`config.mk`:
```
export PLATFORM = sky130hd
export DESIGN_NAME = spi_tx_arbiter
export DESIGN_NICKNAME = d
export VERILOG_FILES = /design/src/rtl/spi_pkg.sv /design/src/rtl/spi_word_serializer.sv /design/src/rtl/spi_tx_arbiter.sv
export SDC_FILE = /design/constraint.sdc
export NUM_CORES = 1
export LEC_CHECK = 0
export ABC_AREA = 1
export BUFFER_PORTS_ARGS = -buffer_cell sky130_fd_sc_hd__buf_4
export CORE_MARGIN = 3
export CORE_UTILIZATION = 40
export DETAILED_ROUTE_END_ITERATION = 12
export PLACE_DENSITY = 0.69
export RECOVER_POWER = 50
export SYNTH_ARGS = -nofsm -noshare
export SYNTH_HDL_FRONTEND = slang
export SYNTH_SLANG_ARGS = --single-unit
```
`constraint.sdc`:
```
create_clock -name clk -period 1.6 [get_ports clk]
set_input_delay 0.32 -clock clk [delete_from_list [all_inputs] [get_ports clk]]
set_output_delay 0.32 -clock clk [all_outputs]
set_load 0.02 [all_outputs]
```
`src/rtl/spi_pkg.sv`:
```
// rtl/spi_pkg.sv - shared constants, state/source enums and lane helper for the SPI tx arbiter
package spi_pkg;

  localparam logic [31:0] ID_WORD_DEFAULT = 32'h534C4131;

  typedef enum logic [1:0] {
    ST_IDLE = 2'd0,
    ST_WORD = 2'd1,
    ST_META = 2'd2
  } state_e;

  typedef enum logic [1:0] {
    SRC_ID     = 2'd0,
    SRC_DATAIN = 2'd1,
    SRC_META   = 2'd2,
    SRC_MEM    = 2'd3
  } src_e;

  // Index of the lowest set bit of a keep mask; 0 when the mask is empty.
  function automatic logic [1:0] first_lane(input logic [3:0] keep);
    logic [1:0] idx;
    idx = 2'd0;
    for (int i = 3; i >= 0; i--) begin
      if (keep[i]) idx = 2'(i);
    end
    return idx;
  endfunction

endpackage

```
`src/rtl/spi_word_serializer.sv`:
```
// rtl/spi_word_serializer.sv - 32-bit holding register plus keep mask emitted as a byte stream
module spi_word_serializer
  import spi_pkg::*;
(
  input  logic        clk,
  input  logic        rst,
  input  logic        clear_i,
  input  logic        load_i,
  input  logic [31:0] data_i,
  input  logic [3:0]  keep_i,
  input  logic        tready_i,
  output logic        tvalid_o,
  output logic [7:0]  tdata_o,
  output logic        done_o
);

  logic [31:0] data_q, data_d;
  logic [3:0]  keep_q, keep_d;
  logic        active_q, active_d;
  logic        valid_q, valid_d;
  logic [7:0]  tdata_q, tdata_d;
  logic [1:0]  lane;
  logic        advance;

  assign lane    = first_lane(keep_q);
  // The output register may take a new byte when empty or when its byte is being accepted.
  assign advance = active_q && (!valid_q || tready_i);
  assign done_o  = advance && (keep_q == 4'h0);

  assign tvalid_o = valid_q;
  assign tdata_o  = tdata_q;

  always_comb begin
    data_d   = data_q;
    keep_d   = keep_q;
    active_d = active_q;
    valid_d  = valid_q;
    tdata_d  = tdata_q;
    if (clear_i) begin
      keep_d   = 4'h0;
      active_d = 1'b0;
      valid_d  = 1'b0;
    end else if (load_i) begin
      data_d   = data_i;
      keep_d   = keep_i;
      active_d = 1'b1;
      valid_d  = 1'b0;
    end else if (advance) begin
      if (keep_q != 4'h0) begin
        tdata_d = data_q[{lane, 3'b000} +: 8];
        valid_d = 1'b1;
        keep_d  = keep_q & ~(4'b0001 << lane);
      end else begin
        valid_d  = 1'b0;
        active_d = 1'b0;
      end
    end
  end

  always_ff @(posedge clk) begin
    if (rst) begin
      data_q   <= 32'h0;
      keep_q   <= 4'h0;
      active_q <= 1'b0;
      valid_q  <= 1'b0;
      tdata_q  <= 8'h00;
    end else begin
      data_q   <= data_d;
      keep_q   <= keep_d;
      active_q <= active_d;
      valid_q  <= valid_d;
      tdata_q  <= tdata_d;
    end
  end

endmodule

```
`src/rtl/spi_tx_arbiter.sv`:
```
// rtl/spi_tx_arbiter.sv - arbitrates ID, dataIn, metadata and memory responses onto one SPI byte stream
module spi_tx_arbiter
  import spi_pkg::*;
#(
  parameter logic [31:0] ID_WORD = ID_WORD_DEFAULT
)
(
  input  logic        clk,
  input  logic        rst,
  input  logic        flush,
  input  logic        query_id,
  input  logic        query_dataIn,
  input  logic        query_metadata,
  input  logic [31:0] dataIn,
  input  logic        meta_tvalid,
  input  logic [7:0]  meta_tdata,
  input  logic        meta_tlast,
  output logic        meta_tready,
  input  logic        mem_tvalid,
  input  logic [31:0] mem_tdata,
  input  logic [3:0]  mem_tkeep,
  output logic        mem_tready,
  output logic        tx_tvalid,
  output logic [7:0]  tx_tdata,
  input  logic        tx_tready,
  output logic        busy
);

  state_e      state_q, state_d;
  logic        id_pend_q, id_pend_d;
  logic        din_pend_q, din_pend_d;
  logic        meta_pend_q, meta_pend_d;
  logic        id_clr, din_clr, meta_clr;
  logic        any_pend;
  src_e        src;

  logic        ser_load;
  logic [31:0] ser_data;
  logic [3:0]  ser_keep;
  logic        ser_tvalid;
  logic [7:0]  ser_tdata;
  logic        ser_done;

  logic        mvalid_q, mvalid_d;
  logic [7:0]  mdata_q, mdata_d;
  logic        mlast_q, mlast_d;
  logic        meta_exit;
  logic        mem_fire;

  assign any_pend = id_pend_q || din_pend_q || meta_pend_q;
  assign busy     = (state_q != ST_IDLE) || any_pend;

  always_comb begin
    src = SRC_MEM;
    if (meta_pend_q) src = SRC_META;
    if (din_pend_q)  src = SRC_DATAIN;
    if (id_pend_q)   src = SRC_ID;
  end

  // Memory words only flow when nothing registered is pending, so a coincident query waits its turn.
  assign mem_tready = !rst && !flush && (state_q == ST_IDLE) && !any_pend;
  assign mem_fire   = mem_tready && mem_tvalid;

  // Once the tlast byte sits in the skid register, nothing further is taken from the meta stream.
  assign meta_tready = !rst && !flush && (state_q == ST_META) &&
                       !(mvalid_q && mlast_q) && (tx_tready || !mvalid_q);
  assign meta_exit   = (state_q == ST_META) && mvalid_q && mlast_q && tx_tready;

  assign tx_tvalid = ser_tvalid || mvalid_q;
  assign tx_tdata  = mvalid_q ? mdata_q : ser_tdata;

  always_comb begin
    state_d  = state_q;
    ser_load = 1'b0;
    ser_data = mem_tdata;
    ser_keep = mem_tkeep;
    id_clr   = 1'b0;
    din_clr  = 1'b0;
    meta_clr = 1'b0;
    case (state_q)
      ST_IDLE: begin
        if (any_pend) begin
          case (src)
            SRC_ID: begin
              ser_load = 1'b1;
              ser_data = ID_WORD;
              ser_keep = 4'hF;
              id_clr   = 1'b1;
              state_d  = ST_WORD;
            end
            SRC_DATAIN: begin
              ser_load = 1'b1;
              ser_data = dataIn;
              ser_keep = 4'hF;
              din_clr  = 1'b1;
              state_d  = ST_WORD;
            end
            SRC_META: begin
              meta_clr = 1'b1;
              state_d  = ST_META;
            end
            default: begin
            end
          endcase
        end else if (mem_fire) begin
          ser_load = 1'b1;
          state_d  = ST_WORD;
        end
      end
      ST_WORD: if (ser_done) state_d = ST_IDLE;
      ST_META: if (meta_exit) state_d = ST_IDLE;
      default: state_d = ST_IDLE;
    endcase
    if (flush) state_d = ST_IDLE;
  end

  // A pulse while its flag is already set is absorbed; a flush discards both flag and pulse.
  assign id_pend_d   = !flush && (id_pend_q   ? !id_clr   : query_id);
  assign din_pend_d  = !flush && (din_pend_q  ? !din_clr  : query_dataIn);
  assign meta_pend_d = !flush && (meta_pend_q ? !meta_clr : query_metadata);

  always_comb begin
    mvalid_d = mvalid_q;
    mdata_d  = mdata_q;
    mlast_d  = mlast_q;
    if (flush) begin
      mvalid_d = 1'b0;
    end else if (meta_tready && meta_tvalid) begin
      mvalid_d = 1'b1;
      mdata_d  = meta_tdata;
      mlast_d  = meta_tlast;
    end else if (tx_tready) begin
      mvalid_d = 1'b0;
    end
  end

  always_ff @(posedge clk) begin
    if (rst) begin
      state_q     <= ST_IDLE;
      id_pend_q   <= 1'b0;
      din_pend_q  <= 1'b0;
      meta_pend_q <= 1'b0;
      mvalid_q    <= 1'b0;
      mdata_q     <= 8'h00;
      mlast_q     <= 1'b0;
    end else begin
      state_q     <= state_d;
      id_pend_q   <= id_pend_d;
      din_pend_q  <= din_pend_d;
      meta_pend_q <= meta_pend_d;
      mvalid_q    <= mvalid_d;
      mdata_q     <= mdata_d;
      mlast_q     <= mlast_d;
    end
  end

  spi_word_serializer u_ser (
    .clk      (clk),
    .rst      (rst),
    .clear_i  (flush),
    .load_i   (ser_load),
    .data_i   (ser_data),
    .keep_i   (ser_keep),
    .tready_i (tx_tready),
    .tvalid_o (ser_tvalid),
    .tdata_o  (ser_tdata),
    .done_o   (ser_done)
  );

endmodule

```
# Yosys cells after proc, flatten, opt, wreduce, memory -nomap -nowiden
# Cells that the tools add are included.
# classes
reduce_logical	49
bitwise_logic	4
muxes	45
n_eq_ne	9
shifts	2
n_lt_le_gt_ge	0
mul	0
n_div	0
addsub	0
# op_table
cell	n
2-to-1 mux 32 bit	2
one-hot mux 32 bit (2 select lines)	1
variable part select 32 x 6 -> 8 bit	1
2-to-1 mux 4 bit	6
2-to-1 mux 1 bit	23
2-to-1 mux 2 bit	10
logical AND 1 bit	17
zero test 1 bit	9
2-to-1 mux 8 bit	1
AND reduction 2 bit	4
AND reduction 4 bit	2
nonzero test 2 bit	4
logical OR 1 bit	6
inequality test 2 bit, second input constant	3
one-hot mux 2 bit (3 select lines)	1
bitwise AND 4 bit	1
== test 2 x 1 -> 1 bit, second input constant	2
== test 2 bit, second input constant	2
zero test 2 bit	2
zero test 4 bit	1
inequality test 4 x 3 -> 1 bit, second input constant	1
inverter 4 bit	1
one-hot mux 2 bit (2 select lines)	1
nonzero test 4 bit	1
other kinds (5)	7
# word_totals
memories	0
latch_bits	0
wordCells	121
mem_bits_rw	0
reg_bits	61
romBits	0
in_bits	86
output_inout_bits	12

# Depth between registers and ports, before layout
# Gate-level depths: netlist of the first run.
# depth
depth_word	10
depth_mapped	11

# Modules after synthesis
# A second synthesis of the first run with hierarchy kept.
# hier_totals
cells_unflattened	519
area_unflattened_um2	3319.4
# by_module_without_submodules
mod	n_inst	cells_each	area_each_um2
spi_word_serializer	1	291	2069.5
spi_tx_arbiter	1	228	1249.9

# Worst setup path after synthesis of the first run
# Ideal clock, no wire load.
# synth_path
path_type	input port to flip-flop
startpoint	input rst
endpoint	register mdata_q[1]
t_arrival_ps	1398
setup_time_ps	65
path_slack_ps	137
path_stages	10
n_path_buf	1
cell_sequence	buf_6 > inv_8 > nand2_8 > inv_2 > nand3_1 > nor2_2 > nand2_2 > inv_2 > nor2_1 > nor2_1
# synth_between
elab_chain_len	7
# synth_lines
element	line	rtl
from (decl)	spi_tx_arbiter.sv:9	input logic rst,
zero test 1 bit	spi_tx_arbiter.sv:65	assign meta_tready = !rst && !flush && (state_q == ST_META) &&
logical AND 1 bit (3 in a row)	spi_tx_arbiter.sv:65	
logical AND 1 bit	spi_tx_arbiter.sv:66	!(mvalid_q && mlast_q) && (tx_tready || !mvalid_q);
net meta_tready	spi_tx_arbiter.sv:18	output logic meta_tready,
logical AND 1 bit	spi_tx_arbiter.sv:128	end else if (meta_tready && meta_tvalid) begin
AND reduction 2 bit (no line)	n/a	
to (signal assigned)	spi_tx_arbiter.sv:152	mdata_q <= mdata_d;
to (decl)	spi_tx_arbiter.sv:45	logic [7:0] mdata_q, mdata_d;
# The timed path passes the listed nets, and every way through them passes these cells.
# A chain may end at the register's enable or synchronous reset.

# Final worst setup path of the first run
# layout_path
startpoint	register id_pend_q
endpoint	output mem_tready
# layout_between
elab_chain_len	4
# layout_lines
element	line	rtl
from (decl)	spi_tx_arbiter.sv:30	logic id_pend_q, id_pend_d;
from (signal assigned)	spi_tx_arbiter.sv:148	id_pend_q <= id_pend_d;
logical OR 1 bit (2 in a row)	spi_tx_arbiter.sv:50	assign any_pend = id_pend_q || din_pend_q || meta_pend_q;
zero test 1 bit	spi_tx_arbiter.sv:61	assign mem_tready = !rst && !flush && (state_q == ST_IDLE) && !any_pend;
logical AND 1 bit	spi_tx_arbiter.sv:61	
to (decl)	spi_tx_arbiter.sv:22	output logic mem_tready,
# Every way passes these cells.

==> results.md, run 1 <==
- Antenna violations before repair: 0
- YS warnings: 0
- Number of nets in the final layout: between 700 and 800
- Post-synthesis sequential area ratio: 34.8%
- Placed inst area: between 4000 and 5000 µm²
- Vias: 3530
- Kind of start point of the critical path: flop
- WL per Instance: ~12 µm
- Worst hold stages: 3
- Clock sinks: 61
- Std-Cell Rows: 33
- Post-route cell area: 4630 µm²
- Most repeated cell in the gate-level netlist after synthesis: sky130_fd_sc_hd__nand2_1
- Finished Layout Cells: 728
- Final wirelength: ~9000 µm
- Number of enable-type register cells in the synthesized netlist: 0
- Final clock period utilization by the worst path: 97.1%
- Critical path endpoint category: output port
- Number of max-slew violations in the final report: 0
- DP Cell Count: 707
- Number of synthesized register bits: 61
- Post-layout min period: approximately 1.6 ns
- IR Drop Worst-Case VDD: roughly 420 µV
- Worst reg-to-reg path cell count: 9
- First-pass DRT Iterations: 4
- Area of the mapped netlist: 3510 µm²
- Arrival time of the worst setup path: 1.23 ns
- Maximum fanout along the worst path: 3
- TritonCTS buffer count: 9
- H-tree lvl count: 3
- Vias per inst: 4.85
- Post-CTS clock slew at the launch and capture registers of the worst setup and hold paths: about 0.070 ns
- Area Overhead vs Synth: 31.8%
- Outcome: completed
- Vertical die dimension: 99.7 µm
- Final Hold Violating Endpoints: 0
- Overall power of the completed layout: between 4 and 5 mW
- Leading post-synthesis cells by cell area: sky130_fd_sc_hd__dfxtp_1 35%, sky130_fd_sc_hd__nand2_1 16%, sky130_fd_sc_hd__nand3_1 8.1%, sky130_fd_sc_hd__nor2_1 5.9%, sky130_fd_sc_hd__nand3_2 5.7%
- Syn_nets: 600
- Normalized max-slew margin: 69.7%
- Fraction of synthesized cell area taken by the top area cell type: a little over a third
- Worst Max-Slew Pin Slew: 0.455 ns
- Final TNS setup: 0 ns
- Initial Utilization: 41.9%
- Input/output buffers: 97
- Combined global-route utilization of all metal layers: a little under a fifth
- Startpoint-to-endpoint class of the critical path: reg2out
- Number of DRC markers after the initial detailed-route iteration: about 140
- Antenna Nets Post-Route: 0
- Leading cell types by count after synthesis: 154 x sky130_fd_sc_hd__nand2_1, 61 x sky130_fd_sc_hd__dfxtp_1, 57 x sky130_fd_sc_hd__nand3_1, 55 x sky130_fd_sc_hd__nor2_1, 45 x sky130_fd_sc_hd__inv_1
- Core Area: 8380 µm²
- Class of the tightest hold or removal check: in2reg
- Total leakage power: roughly 2.1 nW
- Yosys cell types: 35
- Syn Area/Cell: 6.84 µm²
- TritonCTS clock tree: yes
- Worst hold margin: 0.209 ns
- Number of max-cap violations: 0
- Worst-case setup slack after placement: 0.100 ns
- Core Util, Final: between 50% and 60%
- Die span in x: 99.7 µm
- Die outline area: 9940 µm²
- Fraction of registers with async set or reset after synthesis: 0%
- Final worst-path setup slack: roughly 0.046 ns
- Layout cell share with drive strength beyond 1: 33.2%
- Wire length of the first global-routing pass: 14900 µm
- Buffer cell driving the clock tree root: sky130_fd_sc_hd__clkbuf_8
- Vias in the first global route: 3469
- FMAX: roughly 0.64 GHz
- Largest net degree at the start of global routing: 33
- Number of I/O pins: 98
- Max Buffers Root-to-Sink: 2
- Grt ovf: 0
- Filler cell count: 813
- Required time of the critical path: 1.28 ns
- Power density of the placed cells: 864 nW/µm²
- Max Clock Skew: 0.00603 ns
- Global placement routability congestion: 0.881
- Library cell with the largest summed area after synthesis: sky130_fd_sc_hd__dfxtp_1
- Final HPWL DP: 6590 µm
- Dominant register cell in the synthesized netlist: sky130_fd_sc_hd__dfxtp_1
- Clock latency on the worst-skew pair: 0.33 ns
- Gate count of the mapped netlist: 514
- Final count of negative-setup-slack endpoints: 0
- Number of diodes added for antenna fixing: 0
- Number of remaining DRC errors: 0
[worst max-delay path, cell delays in order (launching register included)]
cell and delay, ns:
sky130_fd_sc_hd__dfxtp_2 0.33, sky130_fd_sc_hd__inv_2 0.08, sky130_fd_sc_hd__nand2_4 0.07, sky130_fd_sc_hd__nor2_4 0.10, sky130_fd_sc_hd__nand2_2 0.06, sky130_fd_sc_hd__nor2_1 0.11
sky130_fd_sc_hd__buf_4 0.15
[timing repair]
item / CTS / global route
hold buffers: 0 / 0
setup endpoints to repair: 2 / 9
pin swaps: 2 / 6
resized for setup: 5 / 11
setup buffers: 2 / 2
cloned: 0 / 1
[cell families after synthesis]
logic type	share of synthesized area [%]
flops	34.8
buf+inv	11.5
compound gates	12.5
simple gates	41.2
[flip-flops by register name (all words and copies together), names as in the netlist]
signal          cells
state_q             2
id_pend_q           1
mdata_q             8
meta_pend_q         1
din_pend_q          1
mlast_q             1
u_ser.data_q       32
mvalid_q            1
u_ser.keep_q        4
u_ser.active_q      1
u_ser.tdata_o       8
u_ser.tvalid_o      1
[path summary, 6_finish.rpt]
path | from | to | slack, ns
max | id_pend_q$_SDFF_PP0_ | mem_tready | 0.05
min | query_metadata | meta_pend_q$_SDFF_PP0_ | 0.21
max reg2reg | id_pend_q$_SDFF_PP0_ | u_ser.data_q[16]$_SDFFE_PP0P_ | 0.12
min reg2reg | id_pend_q$_SDFF_PP0_ | id_pend_q$_SDFF_PP0_ | 0.44
[cell usage in the layout (no fill, tap or decap), types with 2 or more instances in the layout]
| cell | synthesis | routed |
|---|---|---|
| sky130_fd_sc_hd__nand2_1 | 154 | 153 |
| sky130_fd_sc_hd__buf_4 | 2 | 114 |
| sky130_fd_sc_hd__nand3_1 | 57 | 57 |
| sky130_fd_sc_hd__dfxtp_1 | 61 | 57 |
| sky130_fd_sc_hd__nor2_1 | 55 | 54 |
| sky130_fd_sc_hd__inv_1 | 45 | 44 |
| sky130_fd_sc_hd__a21oi_2 | 21 | 21 |
| sky130_fd_sc_hd__o21ai_0 | 23 | 20 |
| sky130_fd_sc_hd__nand3_2 | 20 | 20 |
| sky130_fd_sc_hd__o22ai_1 | 12 | 12 |
| sky130_fd_sc_hd__clkbuf_8 | 0 | 11 |
| sky130_fd_sc_hd__a21oi_1 | 7 | 7 |
| sky130_fd_sc_hd__inv_2 | 6 | 6 |
| sky130_fd_sc_hd__nor2_4 | 2 | 4 |
| sky130_fd_sc_hd__nand2_2 | 4 | 4 |
| sky130_fd_sc_hd__dfxtp_2 | 0 | 4 |
| sky130_fd_sc_hd__o21ai_1 | 0 | 3 |
| sky130_fd_sc_hd__nor2_2 | 4 | 3 |
| sky130_fd_sc_hd__nand4_1 | 3 | 3 |
| sky130_fd_sc_hd__inv_4 | 1 | 2 |
| sky130_fd_sc_hd__nand2_4 | 1 | 2 |
| sky130_fd_sc_hd__or2_2 | 2 | 2 |
| sky130_fd_sc_hd__clkinv_2 | 0 | 2 |
| sky130_fd_sc_hd__bufinv_16 | 0 | 2 |
| sky130_fd_sc_hd__buf_6 | 2 | 2 |
| sky130_fd_sc_hd__buf_12 | 3 | 2 |
[power by group]
part / leakage (nW) / switching [mW] / internal, mW
registers: 0.497 / 0.0385 / 1.58
clock network: 0.116 / 0.593 / 0.958
logic: 1.54 / 0.462 / 0.366
[routing by layer]
layer	vias up	GRT usage (%)	share of wire, %
met5	-	0	0
met1	1596	22.5	44
met3	6	5.05	5.9
met2	82	31.1	49
li1	1846	-	-
met4	0	5.99	0.77
[layout make-up]
cell class | count | area [µm²] | area share, %
flip-flops and latches | 61 | 1230 | 26.5
repair buffers | 119 | 923 | 19.9
clock buffers | 12 | 155 | 3.35
inverters | 54 | 215 | 4.65
well taps | 105 | 131 | 2.84
multi-input cells | 373 | 1910 | 41.2
clock inverters | 4 | 70.1 | 1.51
Power figures use the tool's default switching activity.
==> inputs of run 2 (changes only) <==
--- a/config.mk
+++ b/config.mk
@@ -7,7 +7,7 @@
 export LEC_CHECK = 0
 export ABC_AREA = 1
 export BUFFER_PORTS_ARGS = -buffer_cell sky130_fd_sc_hd__buf_4
-export CORE_MARGIN = 3
+export CORE_MARGIN = 8
 export CORE_UTILIZATION = 40
 export DETAILED_ROUTE_END_ITERATION = 12
 export PLACE_DENSITY = 0.69
==> results.md, run 2 (synthesis results as in run 1) <==
- Outcome: completed
- Area Overhead vs Synth: 32.2%
- Number of diodes added for antenna fixing: 0
- Normalized max-slew margin: 69.5%
- Reg-to-reg critical path endpoint: u_ser.tdata_o[2]$_SDFFE_PP0P_
- Final worst-path setup slack: 0.0369 ns
- Post-layout min period: roughly 1.6 ns
- Final HPWL DP: ~7100 µm
- Final TNS setup: 0 ns
- Reg power frac: between 40 and 50%
- Met2 WL: 4710 µm
- Worst-case setup slack after placement: 0.0712 ns
- Required time of the critical path: roughly 1.3 ns
- Top delay family on crit path: simple AND/OR/NAND/NOR gates
- Arrival time of the worst setup path: 1.24 ns
- Vias in the first global route: 3411
- Top register by number of flip-flops: u_ser.data_q
- Number of max-slew violations in the final report: 0
- Layout cell share with drive strength beyond 1: between 30% and 40%
- Worst hold margin: 0.214 ns
- Wire length of the first global-routing pass: 15100 µm
- Power density of the placed cells: approximately 790 nW/µm²
- Switch Pwr: about 1.1 mW
- Combinational share of power: approximately a quarter
- Number of DRC markers after the initial detailed-route iteration: 249
- Worst hold stages: 3
- Number of flip-flops in the largest register: 32
- Startpoint-to-endpoint class of the critical path: reg2out
- DP Cell Count: ~710
- Vertical die dimension: 110 µm
- Max Clock Skew: about 0.0067 ns
- Bufs and invs on worst path: 2
- FMAX: approximately 0.64 GHz
- Number of remaining DRC errors: 0
- IR Drop Worst-Case VDD: 376 µV
- Initial Utilization: between 40 and 50%
- Post-CTS clock slew at the launch and capture registers of the worst setup and hold paths: approximately 0.07 ns
- Grt ovf: 0
- Critical path endpoint category: output port
- Max Buffers Root-to-Sink: 2
- Overall power of the completed layout: 3.66 mW
- WL per Instance: 13.0 µm
- Largest net degree at the start of global routing: 33
- Kind of start point of the critical path: flop
- Std-Cell Rows: 34
- Met1 Wirelength: 4160 µm
- Reg2Reg Setup Slack: 0.12 ns
- Core Util, Final: 53.8%
- Input/output buffers: a little under 100
- Die span in x: 110 µm
- Maximum fanout along the worst path: 3
- TritonCTS buffer count: 9
- Number of I/O pins: 98
- Worst hold start: query_metadata
- Reg-to-reg startpoint: din_pend_q$_SDFF_PP0_
- Slowest-stage cell, CP: sky130_fd_sc_hd__dfxtp_1
- Most common cell after layout, fill and taps aside: sky130_fd_sc_hd__nand2_1
- Total leakage power: between 2 and 2.5 nW
- Critical Path Stages: 6
- First-pass DRT Iterations: 4
- TritonCTS clock tree: yes
- Ordered list of cells on the worst path: inv_2 -> nand2_4 -> nor2_4 -> nand2_2 -> nor2_2 -> buf_4
- Vias per inst: between 4 and 5
- Net switching share of the total power: 29.1%
- Die outline area: between 10000 and 15000 µm²
- Combined global-route utilization of all metal layers: between 15 and 20%
- H-tree lvl count: 3
- Buffer cell driving the clock tree root: sky130_fd_sc_hd__clkbuf_8
- Post-route cell area: between 4000 and 5000 µm²
- Final wirelength: 9540 µm
- Hold endpoint: meta_pend_q$_SDFF_PP0_
- Final Hold Violating Endpoints: 0
- Finished Layout Cells: 735
- Class of the tightest hold or removal check: in2reg
- Clock latency on the worst-skew pair: 0.34 ns
- Global placement routability congestion: 0.834
- Final count of negative-setup-slack endpoints: 0
- Antenna violations before repair: 0
- Cell-internal power: 2.59 mW
- Worst Max-Slew Pin Slew: about 0.46 ns
- CP peak stage delay: 0.31 ns
- Antenna Nets Post-Route: 0
- Number of max-cap violations: 0
- Placed inst area: 4370 µm²
- Worst reg-to-reg path cell count: 8
- Filler cell count: ~850
- Final clock period utilization by the worst path: 97.7%
- Relative contribution of the clock network to total power: 32.3%
- Top routing layer used: met4
- Number of nets in the final layout: 710
- Core Area: 8640 µm²
- Commonest cells after routing, fill and taps aside: 152 x sky130_fd_sc_hd__nand2_1, 118 x sky130_fd_sc_hd__buf_4, 57 x sky130_fd_sc_hd__dfxtp_1
- Clock sinks: 61
- Vias: ~3.6k
- Routed length on met3: 553 µm
-- run 2: how the worst max path moves through the flow --
stage | from | to
after global routing | id_pend_q$_SDFF_PP0_ | mem_tready
after CTS | id_pend_q$_SDFF_PP0_ | mem_tready
after global placement | flush | u_ser.data_q[19]$_SDFFE_PP0P_
after detailed placement | flush | u_ser.data_q[19]$_SDFFE_PP0P_
after floorplan | rst | mdata_q[1]$_SDFFE_PP0P_
final | din_pend_q$_SDFF_PP0_ | mem_tready
-- run 2: power groups by stage --
stage	combinational (mW)	sequential, mW	clock (mW)
final	0.854	1.62	1.18
after global routing	0.943	1.63	1.27
after detailed placement	0.826	1.65	0
after global placement	0.813	1.65	0
after CTS	0.842	1.62	1.21
after floorplan	0.541	1.64	0
-- run 2: area by class of cell --
cell class                      count  area (µm²)  share of cell area [%]
Tap cell                          108         135                    2.91
Timing Repair Buffer              125         985                    21.2
Clock buffer                       12         155                    3.34
Clock inverter                      2        10.0                   0.215
Multi-Input combinational cell    373        1920                    41.3
Sequential cell                    61        1230                    26.4
Inverter                           54         215                    4.63
-- run 2: tightest hold or removal path, cell delays in order --
cell	delay, ns
sky130_fd_sc_hd__buf_4	0.08
sky130_fd_sc_hd__o211ai_1	0.08
sky130_fd_sc_hd__inv_1	0.05
-- run 2: routing by layer --
layer	vias up	GRT usage, %
li1	1866	-
met1	1600	18.3
met2	92	27.0
met3	9	3.75
met4	0	5.59
met5	-	0
-- run 2: timing repair --
action                                  4_1_cts  5_1_grt
cloned                                        0        1
buffers inserted                              3        5
gates resized for setup                       5       12
hold buffers                                  0        0
pin swaps                                     2        7
endpoints found under the setup margin        2       25
endpoints found under the hold margin         0        0
==> inputs of run 3 (changes only) <==
--- a/config.mk
+++ b/config.mk
@@ -8,9 +8,9 @@
 export ABC_AREA = 1
 export BUFFER_PORTS_ARGS = -buffer_cell sky130_fd_sc_hd__buf_4
 export CORE_MARGIN = 8
-export CORE_UTILIZATION = 40
+export CORE_UTILIZATION = 53
 export DETAILED_ROUTE_END_ITERATION = 12
-export PLACE_DENSITY = 0.69
+export PLACE_DENSITY = 0.86
 export RECOVER_POWER = 50
 export SYNTH_ARGS = -nofsm -noshare
 export SYNTH_HDL_FRONTEND = slang
==> results.md, run 3 (synthesis results as in run 1) <==
- Outcome: completed
- Input/output buffers: 97
- Max Buffers Root-to-Sink: 2
- IR Drop Worst-Case VDD: 553 µV
- Final clock period utilization by the worst path: ~97%
- Maximum fanout along the worst path: 3
- H-tree lvl count: 3
- CP peak stage delay: 0.33 ns
- Normalized max-slew margin: 69.3%
- Most used routing layer: met2
- Number of DRC markers after the initial detailed-route iteration: 231
- Final HPWL DP: 7130 µm
- Worst Max-Slew Pin Slew: 0.460 ns
- Die outline area: 9490 µm²
- Number of diodes added for antenna fixing: 0
- WL per Instance: between 10 and 15 µm
- Class of the tightest hold or removal check: in2reg
- Final wirelength: slightly below 10000 µm
- Vias per inst: 5.26
- Top register by number of flip-flops: u_ser.data_q
- Kind of start point of the critical path: flop
- First-pass DRT Iterations: 5
- Number of flip-flops in the largest register: 32
- Number of max-slew violations in the final report: 0
- Met3 demand-to-capacity share in global routing: 4.62%
- Final count of negative-setup-slack endpoints: 0
- Die span in x: 97.4 µm
- TritonCTS clock tree: yes
- Vias: about 3.7k
- Startpoint-to-endpoint class of the critical path: reg2out
- Most common cell after layout, fill and taps aside: sky130_fd_sc_hd__nand2_1
- Number of I/O pins: 98
- Wire length of the first global-routing pass: 16600 µm
- Clock sinks: 61
- Post-layout min period: 1.55 ns
- Clock latency on the worst-skew pair: roughly 0.35 ns
- Post-CTS clock slew at the launch and capture registers of the worst setup and hold paths: 0.07 ns
- FMAX: 0.645 GHz
- Total leakage power: 2.13 nW
- Buffer cell driving the clock tree root: sky130_fd_sc_hd__clkbuf_8
- Worst hold margin: 0.232 ns
- Antenna Nets Post-Route: 0
- Ordered list of cells on the worst path: inv_4 -> nand2_4 -> nor2_4 -> nand2_2 -> nor2_2 -> buf_6
- Core Area: 6390 µm²
- Grt ovf: 0
- Slowest-stage cell, CP: sky130_fd_sc_hd__dfxtp_2
- Combined global-route utilization of all metal layers: 20.6%
- Number of nets in the final layout: roughly 700
- Bufs and invs on worst path: 2
- Max Clock Skew: just under 0.009 ns
- TritonCTS buffer count: 9
- Unrepaired setup endpoints after global routing: yes
- Initial Utilization: 55.0%
- Power density of the placed cells: 828 nW/µm²
- Layout cell share with drive strength beyond 1: around a third
- Required time of the critical path: 1.28 ns
- Grt met1 use: 23.1%
- Quantity of hold-fixing buffers added after cts: 0
- Std-Cell Rows: 29
- Largest net degree at the start of global routing: 33
- Top delay family on crit path: simple AND/OR/NAND/NOR gates
- Final TNS setup: 0 ns
- Met2 GRT Util: 35.0%
- Critical path endpoint category: output port
- Finished Layout Cells: 700
- Area Overhead vs Synth: 30.7%
- DP Cell Count: 681
- Number of max-cap violations: 0
- Global placement routability congestion: 0.866
- Final Hold Violating Endpoints: 0
- Antenna violations before repair: 0
- Vertical die dimension: between 90 and 100 µm
- Commonest cells after routing, fill and taps aside: 153 x sky130_fd_sc_hd__nand2_1, 114 x sky130_fd_sc_hd__buf_4, 56 x sky130_fd_sc_hd__nand3_1, 56 x sky130_fd_sc_hd__dfxtp_1, 53 x sky130_fd_sc_hd__nor2_1
- Vias in the first global route: 3711
- Number of remaining DRC errors: 0
- Arrival time of the worst setup path: between 1 and 1.5 ns
-- run 3: changes by cell type in the layout (fill, tap and decap cells not counted), sizes merged --
cell	before	now
clkinvlp	0	1
clkbuf	12	13
buf	125	119
-- run 3: tightest hold or removal path: stages --
cell	delay (ns)
sky130_fd_sc_hd__buf_4	0.07
sky130_fd_sc_hd__o21ai_0	0.07
sky130_fd_sc_hd__nor2_1	0.08
-- run 3: repair_timing --
| action | 4_1_cts | 5_1_grt |
|---|---|---|
| setup buffers | 3 | 0 |
| cloned | 0 | 0 |
| pin swaps | 4 | 7 |
| gates resized for setup | 8 | 12 |
| setup endpoints to repair | 3 | 33 |
-- run 3: routing by layer --
layer / up-vias / wire (µm)
li1: 1848 / -
met1: 1679 / 4030
met2: 135 / 4870
met3: 19 / 629
met4: 0 / 238
met5: - / 0
-- run 3: stage by stage --
step,setup slack [ns],instance area [µm²],utilization (%),power (mW)
after floorplan,0.137,3510,-,2.18
after global placement,0.149,4320,67.6,2.45
after detailed placement,0.116,4320,67.6,2.47
after CTS,0.00306,4560,71.4,3.80
after global routing,-0.00991,4590,71.9,3.98
final,0.0487,4590,71.9,3.80
-- run 3: area by class of cell --
cell class	count	area, µm²
Tap cell	77	96.3
Timing Repair Buffer	119	930
Fill cell	494	1790
Inverter	54	215
Multi-Input combinational cell	373	1930
Clock buffer	13	179
Clock inverter	3	17.5
Sequential cell	61	1230
-- run 3: power by group --
part / internal (mW) / switching [mW] / leakage (nW)
sequential: 1.58 / 0.0399 / 0.498
combinational: 0.374 / 0.478 / 1.53
clock: 0.726 / 0.601 / 0.101
total: 2.68 / 1.12 / 2.13
-- run 3: final timing paths --
path | from | end | slack [ns] | depth (start not counted)
setup / recovery | din_pend_q$_SDFF_PP0_ | mem_tready | 0.05 | 6
hold / removal | meta_tdata[6] | mdata_q[6]$_SDFFE_PP0P_ | 0.23 | 3
hold reg to reg | u_ser.data_q[13]$_SDFFE_PP0P_ | u_ser.data_q[13]$_SDFFE_PP0P_ | 0.47 | 2
setup reg to reg | din_pend_q$_SDFF_PP0_ | u_ser.data_q[19]$_SDFFE_PP0P_ | 0.11 | 10
